==> config.mk <==
export PLATFORM = sky130hd
export DESIGN_NAME = clkswitch_req_ctrl
export DESIGN_NICKNAME = d
export VERILOG_FILES = /design/src/rtl/clkswitch_req_ctrl.sv
export SDC_FILE = /design/constraint.sdc
export NUM_CORES = 1
export LEC_CHECK = 0
export ABC_AREA = 0
export BUFFER_PORTS_ARGS = -buffer_cell sky130_fd_sc_hd__buf_2
export CAP_MARGIN = 15
export CELL_PAD_IN_SITES_DETAIL_PLACEMENT = 2
export CELL_PAD_IN_SITES_GLOBAL_PLACEMENT = 2
export CORE_ASPECT_RATIO = 2
export CORE_MARGIN = 2
export CORE_UTILIZATION = 38
export CTS_BUF_LIST = sky130_fd_sc_hd__clkbuf_2
export CTS_CLUSTER_SIZE = 24
export DETAILED_ROUTE_END_ITERATION = 8
export PLACE_DENSITY = 0.85
export SLEW_MARGIN = 20
export SYNTH_ARGS = -nofsm -noshare
export SYNTH_HDL_FRONTEND = slang
export SYNTH_SLANG_ARGS = --single-unit
==> constraint.sdc <==
create_clock -name lsclk_in -period 2.5 [get_ports lsclk_in]
set_clock_uncertainty 0.15 [all_clocks]
set_input_delay 0 -clock lsclk_in [delete_from_list [all_inputs] [get_ports lsclk_in]]
set_output_delay 0 -clock lsclk_in [all_outputs]
set_load 0.1 [all_outputs]
==> src/rtl/clkswitch_req_ctrl.sv <==
// Per-access HS/LS clock select controller for clkctrl_phi2; state and outputs update one lsclk edge after inputs.
// While a handover is in flight cpu_rdy stays low. LS dwell hysteresis stops slow/fast interleaving from thrashing the switch.
module clkswitch_req_ctrl #(
    parameter int DWELL_CYCLES = 4,
    parameter int TIMEOUT      = 31,
    parameter int SYNC_STAGES  = 2
) (
    input  logic       lsclk_in,
    input  logic       rst_b,
    input  logic       access_valid,
    input  logic       access_fast,
    input  logic       force_ls,
    input  logic       hsclk_selected,
    input  logic       lsclk_selected,
    input  logic       err_clr,
    output logic       hsclk_sel,
    output logic       cpu_rdy,
    output logic [1:0] state_o,
    output logic       switch_err
);

    localparam int TW = (TIMEOUT > 0) ? $clog2(TIMEOUT + 1) : 1;
    localparam int DW = (DWELL_CYCLES > 0) ? $clog2(DWELL_CYCLES + 1) : 1;
    localparam logic [TW-1:0] TIMEOUT_V = TW'(TIMEOUT);
    localparam logic [DW-1:0] DWELL_V   = DW'(DWELL_CYCLES);

    typedef enum logic [1:0] {
        LS_RUN = 2'b00,
        TO_HS  = 2'b01,
        HS_RUN = 2'b10,
        TO_LS  = 2'b11
    } state_t;

    state_t                 r_state;
    state_t                 w_state;
    logic                   r_hsclk_sel;
    logic                   w_hsclk_sel;
    logic                   r_cpu_rdy;
    logic                   w_cpu_rdy;
    logic                   r_switch_err;
    logic                   w_switch_err;
    logic                   w_err_set;
    logic [TW-1:0]          r_timer;
    logic [TW-1:0]          w_timer;
    logic [DW-1:0]          r_dwell_cnt;
    logic [DW-1:0]          w_dwell_cnt;
    logic [SYNC_STAGES-1:0] r_sync;

    logic w_hs_ok;
    logic w_fast_req;
    logic w_slow_req;

    assign w_hs_ok    = r_sync[SYNC_STAGES-1];
    assign w_fast_req = access_valid & access_fast & ~force_ls;
    assign w_slow_req = force_ls | (access_valid & ~access_fast);

    // hsclk_selected comes from the CPU clock domain.
    always_ff @(posedge lsclk_in or negedge rst_b) begin
        if (!rst_b) begin
            r_sync <= '0;
        end else begin
            r_sync[0] <= hsclk_selected;
            for (int i = 1; i < SYNC_STAGES; i++) begin
                r_sync[i] <= r_sync[i-1];
            end
        end
    end

    always_ff @(posedge lsclk_in or negedge rst_b) begin
        if (!rst_b) begin
            r_state      <= LS_RUN;
            r_hsclk_sel  <= 1'b0;
            r_cpu_rdy    <= 1'b1;
            r_switch_err <= 1'b0;
            r_timer      <= '0;
            r_dwell_cnt  <= '0;
        end else begin
            r_state      <= w_state;
            r_hsclk_sel  <= w_hsclk_sel;
            r_cpu_rdy    <= w_cpu_rdy;
            r_switch_err <= w_switch_err;
            r_timer      <= w_timer;
            r_dwell_cnt  <= w_dwell_cnt;
        end
    end

    always_comb begin
        w_state     = r_state;
        w_hsclk_sel = r_hsclk_sel;
        w_cpu_rdy   = r_cpu_rdy;
        w_timer     = r_timer;
        w_dwell_cnt = r_dwell_cnt;
        w_err_set   = 1'b0;

        case (r_state)
            LS_RUN: begin
                if (r_dwell_cnt != '0) begin
                    w_dwell_cnt = r_dwell_cnt - DW'(1);
                end else if (w_fast_req) begin
                    w_state     = TO_HS;
                    w_hsclk_sel = 1'b1;
                    w_cpu_rdy   = 1'b0;
                    w_timer     = TIMEOUT_V;
                end
            end

            TO_HS: begin
                if (w_hs_ok) begin
                    w_state   = HS_RUN;
                    w_cpu_rdy = 1'b1;
                end else if (r_timer == '0) begin
                    // Abort back to LS; the LS leg gets a fresh timeout.
                    w_err_set   = 1'b1;
                    w_hsclk_sel = 1'b0;
                    w_timer     = TIMEOUT_V;
                    w_state     = TO_LS;
                end else begin
                    w_timer = r_timer - TW'(1);
                end
            end

            HS_RUN: begin
                if (w_slow_req) begin
                    w_state     = TO_LS;
                    w_hsclk_sel = 1'b0;
                    w_cpu_rdy   = 1'b0;
                    w_timer     = TIMEOUT_V;
                end
            end

            TO_LS: begin
                if (lsclk_selected && !w_hs_ok) begin
                    w_state     = LS_RUN;
                    w_cpu_rdy   = 1'b1;
                    w_dwell_cnt = DWELL_V;
                end else if (r_timer == '0) begin
                    // LS is the safe clock, so keep waiting rather than abort.
                    w_err_set = 1'b1;
                end else begin
                    w_timer = r_timer - TW'(1);
                end
            end

            default: begin
                w_state = LS_RUN;
            end
        endcase
    end

    assign w_switch_err = w_err_set | (r_switch_err & ~err_clr);

    assign hsclk_sel  = r_hsclk_sel;
    assign cpu_rdy    = r_cpu_rdy;
    assign state_o    = r_state;
    assign switch_err = r_switch_err;

endmodule
Yosys cells after proc, flatten, opt, wreduce, memory -nomap -nowiden:

Cells that the tools add are included.

* add/subtract/negate cells: 2
* equality and inequality tests: 14
* multiplexer cells: 33
* bitwise gates (word level): 9
* reduce and logical (&&, ||, !) cells: 12

Operator list (count)
* $mux 5: 7
* $ne 2x2->1 const B: 10
* $pmux 5 s4: 1
* $mux 1: 12
* $mux 2: 6
* $reduce_and 6->1: 2
* $reduce_and 5->1: 2
* $pmux 2 s4: 1
* $mux 3: 2
* $pmux 3 s2: 1
* $reduce_bool 3->1: 2
* $logic_not 5->1: 1
* $sub 5x1->5 const B: 1
* $and 1x1->1: 4
* $eq 2x2->1 const B: 2
* $pmux 1 s4: 1
* $ne 3x3->1 const B: 1
* $not 1->1: 3
* $pmux 1 s3: 1
* $reduce_and 3->1: 1
* $sub 3x1->3 const B: 1
* $eq 2x1->1 const B: 1
* $logic_not 2->1: 1
* $or 1x1->1: 2
* other kinds (4): 4

* register bits: 15
* input bits: 8
* output and inout bits: 5
* word-level logic and storage cells: 77

Depth between registers and ports, before layout:

* depth after elaboration: 5
* depth in mapped cells: 7
* depth with buffers taken out: 6

Least setup slack after synthesis:

Ideal clock, no wire load.

* kind: flip-flop to flip-flop
* start point: reg r_state[1], in the netlist state_o[1]
* end point: reg r_timer[3]
* library setup time: 0.126 ns
* arrival: 2.463 ns
* required time: 2.224 ns
* slack: -0.239 ns
* stages on the path, launching flop included: 7
* path buffers: 1
* period minus slack after synthesis: 2.739 ns
* cells stage by stage: dfrtp_1 > inv_1 > ha_1 > clkbuf_1 > a221o_2 > a21o_4 > o32a_1

* word-level cells in the longest chain between the ends: 3
* elaborated cells on any way between the ends: 12
* those cells by class: 9 x eq/ne; 1 x mux; 2 x reduce/logical

Ends and longest elaborated chain
* start, declared: RTL line 34 `state_t r_state;`
* start signal, assigned: RTL line 78 `r_state <= w_state;`
* $eq 2x2->1 (tied with other cells): RTL line 95 `case (r_state)`
* $ne 2x2->1 (no source line)
* $reduce_and 6->1 (no source line)
* end signal, assigned: RTL line 82 `r_timer <= w_timer;`
* end, declared: RTL line 43 `logic [TW-1:0] r_timer;`

Several ways; a longest one is shown, not always the timed one.
A chain may end at the register's enable or synchronous reset.

Worst setup path after layout:

Same ends and word-level chain as after synthesis.

==> results by group <==
Layout
  • Nets: 133
  • Commonest non-fill, non-tap cells in the layout: dfrtp_1, buf_2, inv_1
  • Antenna Cells: 0
  • Layout area overhead: 16.27%
  • Non-filler cells, final: 143
  • FILL cells: 284
  • Ratio of cells with drive above 1 in the final layout: 0.2261

STA
  • Max Slew Vio Count: 0
  • Worst relative slew slack: 0.5430
  • Final setup fails: 0
  • Final Hold Fails: 0
  • Total negative slack: 0 ps
  • Final Cycle Share: 0.8773
  • Worst Max-Slew Pin Slew: a little under 700 ps
  • RSZ-0062 raised after global routing: false
  • Max Clk Rate: 0.4559 GHz
  • Fin crit period: ~2200 ps

Setup path
  • Slowest CP cell: dfrtp_2
  • CP arrival: 2250 ps
  • Worst setup path startpoint: state_o[1]
  • Crit Path Category: reg2reg
  • Critical path depth in cells: 5
  • FF-to-FF setup slack: 310 ps
  • Crit-path max FO: 11
  • Worst Setup EP: r_timer[3]
  • Max incr delay on CP: 470 ps
  • FF-to-FF Start: state_o[1]
  • Crit Reg-Reg Endpoint: r_timer[3]
  • Startpoint Class: flop
  • Buffers & Inverters on Critical Path: 0
  • Top delay family on crit path: compound AO/OA/AOI/OAI gates
  • Cell Chain, Critical Path: ha_1 -> and3b_1 -> a221o_2 -> a21o_4 -> o32a_1
  • Reg2reg path depth: 5
  • CP endpoint kind: flop
  • Required time of the worst setup path: between 2000 and 3000 ps

Yosys
  • Syn nets: between 100 and 150
  • Syn Area/Cell: 10.34 um2
  • Compound-cell area share of the yosys netlist: 0.2686
  • Flops & latches, synth: 15
  • Area leader, netlist: dfrtp_1
  • Post-synth top area share: 0.3531
  • Synth Cell Area: just under 0.001 mm2
  • Largest family of logic cells by synthesized area: compound AO/OA/AOI/OAI gates
  • Register area share after synthesis: 0.3796
  • Synth unique cells: 35
  • Simple-gate share of the synthesized area: 0.1551
  • Top FF cell, synth: dfrtp_1
  • Ys Warns: 0
  • EDFF count, synth: 0
  • Async set-or-reset flop fraction in the synthesized netlist: 1.000
  • Adder-Cell Fraction of Synth Area: 0.1135
  • Synth Area in XOR/XNOR: 0
  • Post-synthesis mux area share: 0.03153
  • Top cells by area, synth: dfrtp_1, ha_1, a211oi_1, inv_1, o32a_1
  • Synth Instances: 96

Place
  • Placed Instances: around 130
  • DP HPWL: 2038 um
  • PortBufs: 12
  • RePlAce Congestion: 0.7165

Route
  • Routed WL per cell: 18.90 um
  • Wirelength, routed: 2703 um
  • Mean number of vias per cell: 5.846
  • Post-route DRC: 0
  • Final ANT Viol Nets: 0
  • Via count: 836
  • DR pass1 iterations: 2
  • Iteration-0 DRC Markers: 2

GRT
  • Vias in the first global route: 988
  • First-pass GRT wire length: 4664 um
  • GRT Util Overall: 0.2230
  • GR Overflow Total: 0
  • Largest net degree at the start of global routing: 15
  • Initial antenna violation count: 0

Floorplan
  • DIE AREA: between 0.003 and 0.004 mm2
  • Die width: approximately 40 um
  • Boundary Pins: 13
  • Total core area: 0.002505 mm2
  • Effective utilization at floorplan: 0.3961
  • Standard-cell rows: 26
  • Die height: 76.27 um

Pwr
  • Comb pwr share: 0.674
  • Internal power: 0.7473 mW
  • VDD IR max: 0.6022 mV
  • Switching power: ~0.9 mW
  • Sw frac: 0.5415
  • Clk pwr share: 0.079
  • Leak: 0.5334 nW
  • Register share of total power: 0.247
  • PwrDens: 1413 mW/mm2

CTS
  • Num CTS Buffers: 3
  • H-tree depth: 1
  • Clock tree root driver cell: clkbuf_2
  • CTS tree: done
  • Sink Count: 15
  • Setup Buffers After CTS: 0
  • Max clock buf depth: 2
  • Clk Latency, worst-skew pair: approximately 300 ps
  • Clock Pin Slew Worst Setup and Hold Paths: 150 ps

Hold path
  • Hold crit path type: in2async

Job
  • Max cap viols: 0

Status
  • Status: finished, final reports clean
power by group through the flow:
stage	clock network, mW	registers (mW)	logic [mW]
finish	0.128	0.403	1.10
global route	0.145	0.415	1.20
global placement	0	0.398	1.05
CTS	0.134	0.403	1.11
detailed placement	0	0.408	1.09
floorplan	0	0.636	0.618
final cells by class:
| class | instances | area (um2) | area share |
|---|---|---|---|
| multi-input cells | 68 | 564.3 | 0.4892 |
| repair buffers | 18 | 117.6 | 0.1020 |
| well taps | 28 | 35.03 | 0.03037 |
| inverters | 10 | 37.54 | 0.03254 |
| clock buffers | 4 | 20.02 | 0.01735 |
| flip-flops and latches | 15 | 379.1 | 0.3286 |
cells in the mapped netlist, types with 3 or more instances:
library cell and n:
a21o_1 3, nor2b_1 3, o21ai_0 3, a21oi_1 3
nor2_1 6, dfrtp_1 14, nand2b_1 3, o32a_1 3
nand2_1 5, inv_1 10, ha_1 9, a211oi_1 6
per-stage QoR:
| stage | util | power [mW] | instance area (um2) | hold slack, ps | setup WS (ps) |
|---|---|---|---|---|---|
| 2_1_floorplan | - | 1.254 | 994.7 | -445.6 | 92.50 |
| 3_3_place_gp | 0.4326 | 1.451 | 1084 | -226.1 | 376.1 |
| 3_5_place_dp | 0.4326 | 1.498 | 1084 | -215.9 | 327.5 |
| 4_1_cts | 0.4605 | 1.650 | 1154 | 10.46 | 294.1 |
| 5_1_grt | 0.4605 | 1.763 | 1154 | 1.714 | 177.9 |
| 6_report | 0.4605 | 1.630 | 1154 | 10.79 | 306.7 |
per-layer routing:
| metal | vias to the layer above | global-route usage | share of wire |
|---|---|---|---|
| li1 | 389 | - | - |
| met1 | 420 | 0.2101 | 0.34 |
| met2 | 16 | 0.3952 | 0.59 |
| met3 | 11 | 0.03499 | 0.023 |
| met4 | 0 | 0.1345 | 0.048 |
| met5 | - | 0 | 0 |
worst min path at each step:
stage	to	cells past startpoint	startpoint	slack (ps)
floorplan	hsclk_sel	0	rst_b	-450
global placement	r_sync[0]	1	rst_b	-230
detailed placement	r_sync[0]	1	rst_b	-220
CTS	cpu_rdy	2	rst_b	10
global route	cpu_rdy	2	rst_b	2
finish	cpu_rdy	2	rst_b	10
kinds of logic after synthesis:
kind of cell | Yosys count
adder cells (fa/ha/maj) | 9
buffers and inverters | 13
multiplexers | 3
flip-flops | 15
AND/OR/NAND/NOR | 24
AO/OA/AOI/OAI | 32
timing repair:
action / 4_1_cts / 5_1_grt
setup endpoints to repair: 0 / 0
endpoints found under the hold margin: 18 / 0
resized for setup: 0 / 0
hold buffers: 5 / 0
state kept, by name, indices dropped and copies added (netlist names):
signal,count
r_timer,5
state_o,2
r_dwell_cnt,3
switch_err,1
hsclk_sel,1
r_sync,2
cpu_rdy,1
No activity file was read; power rests on OpenSTA's default activity.
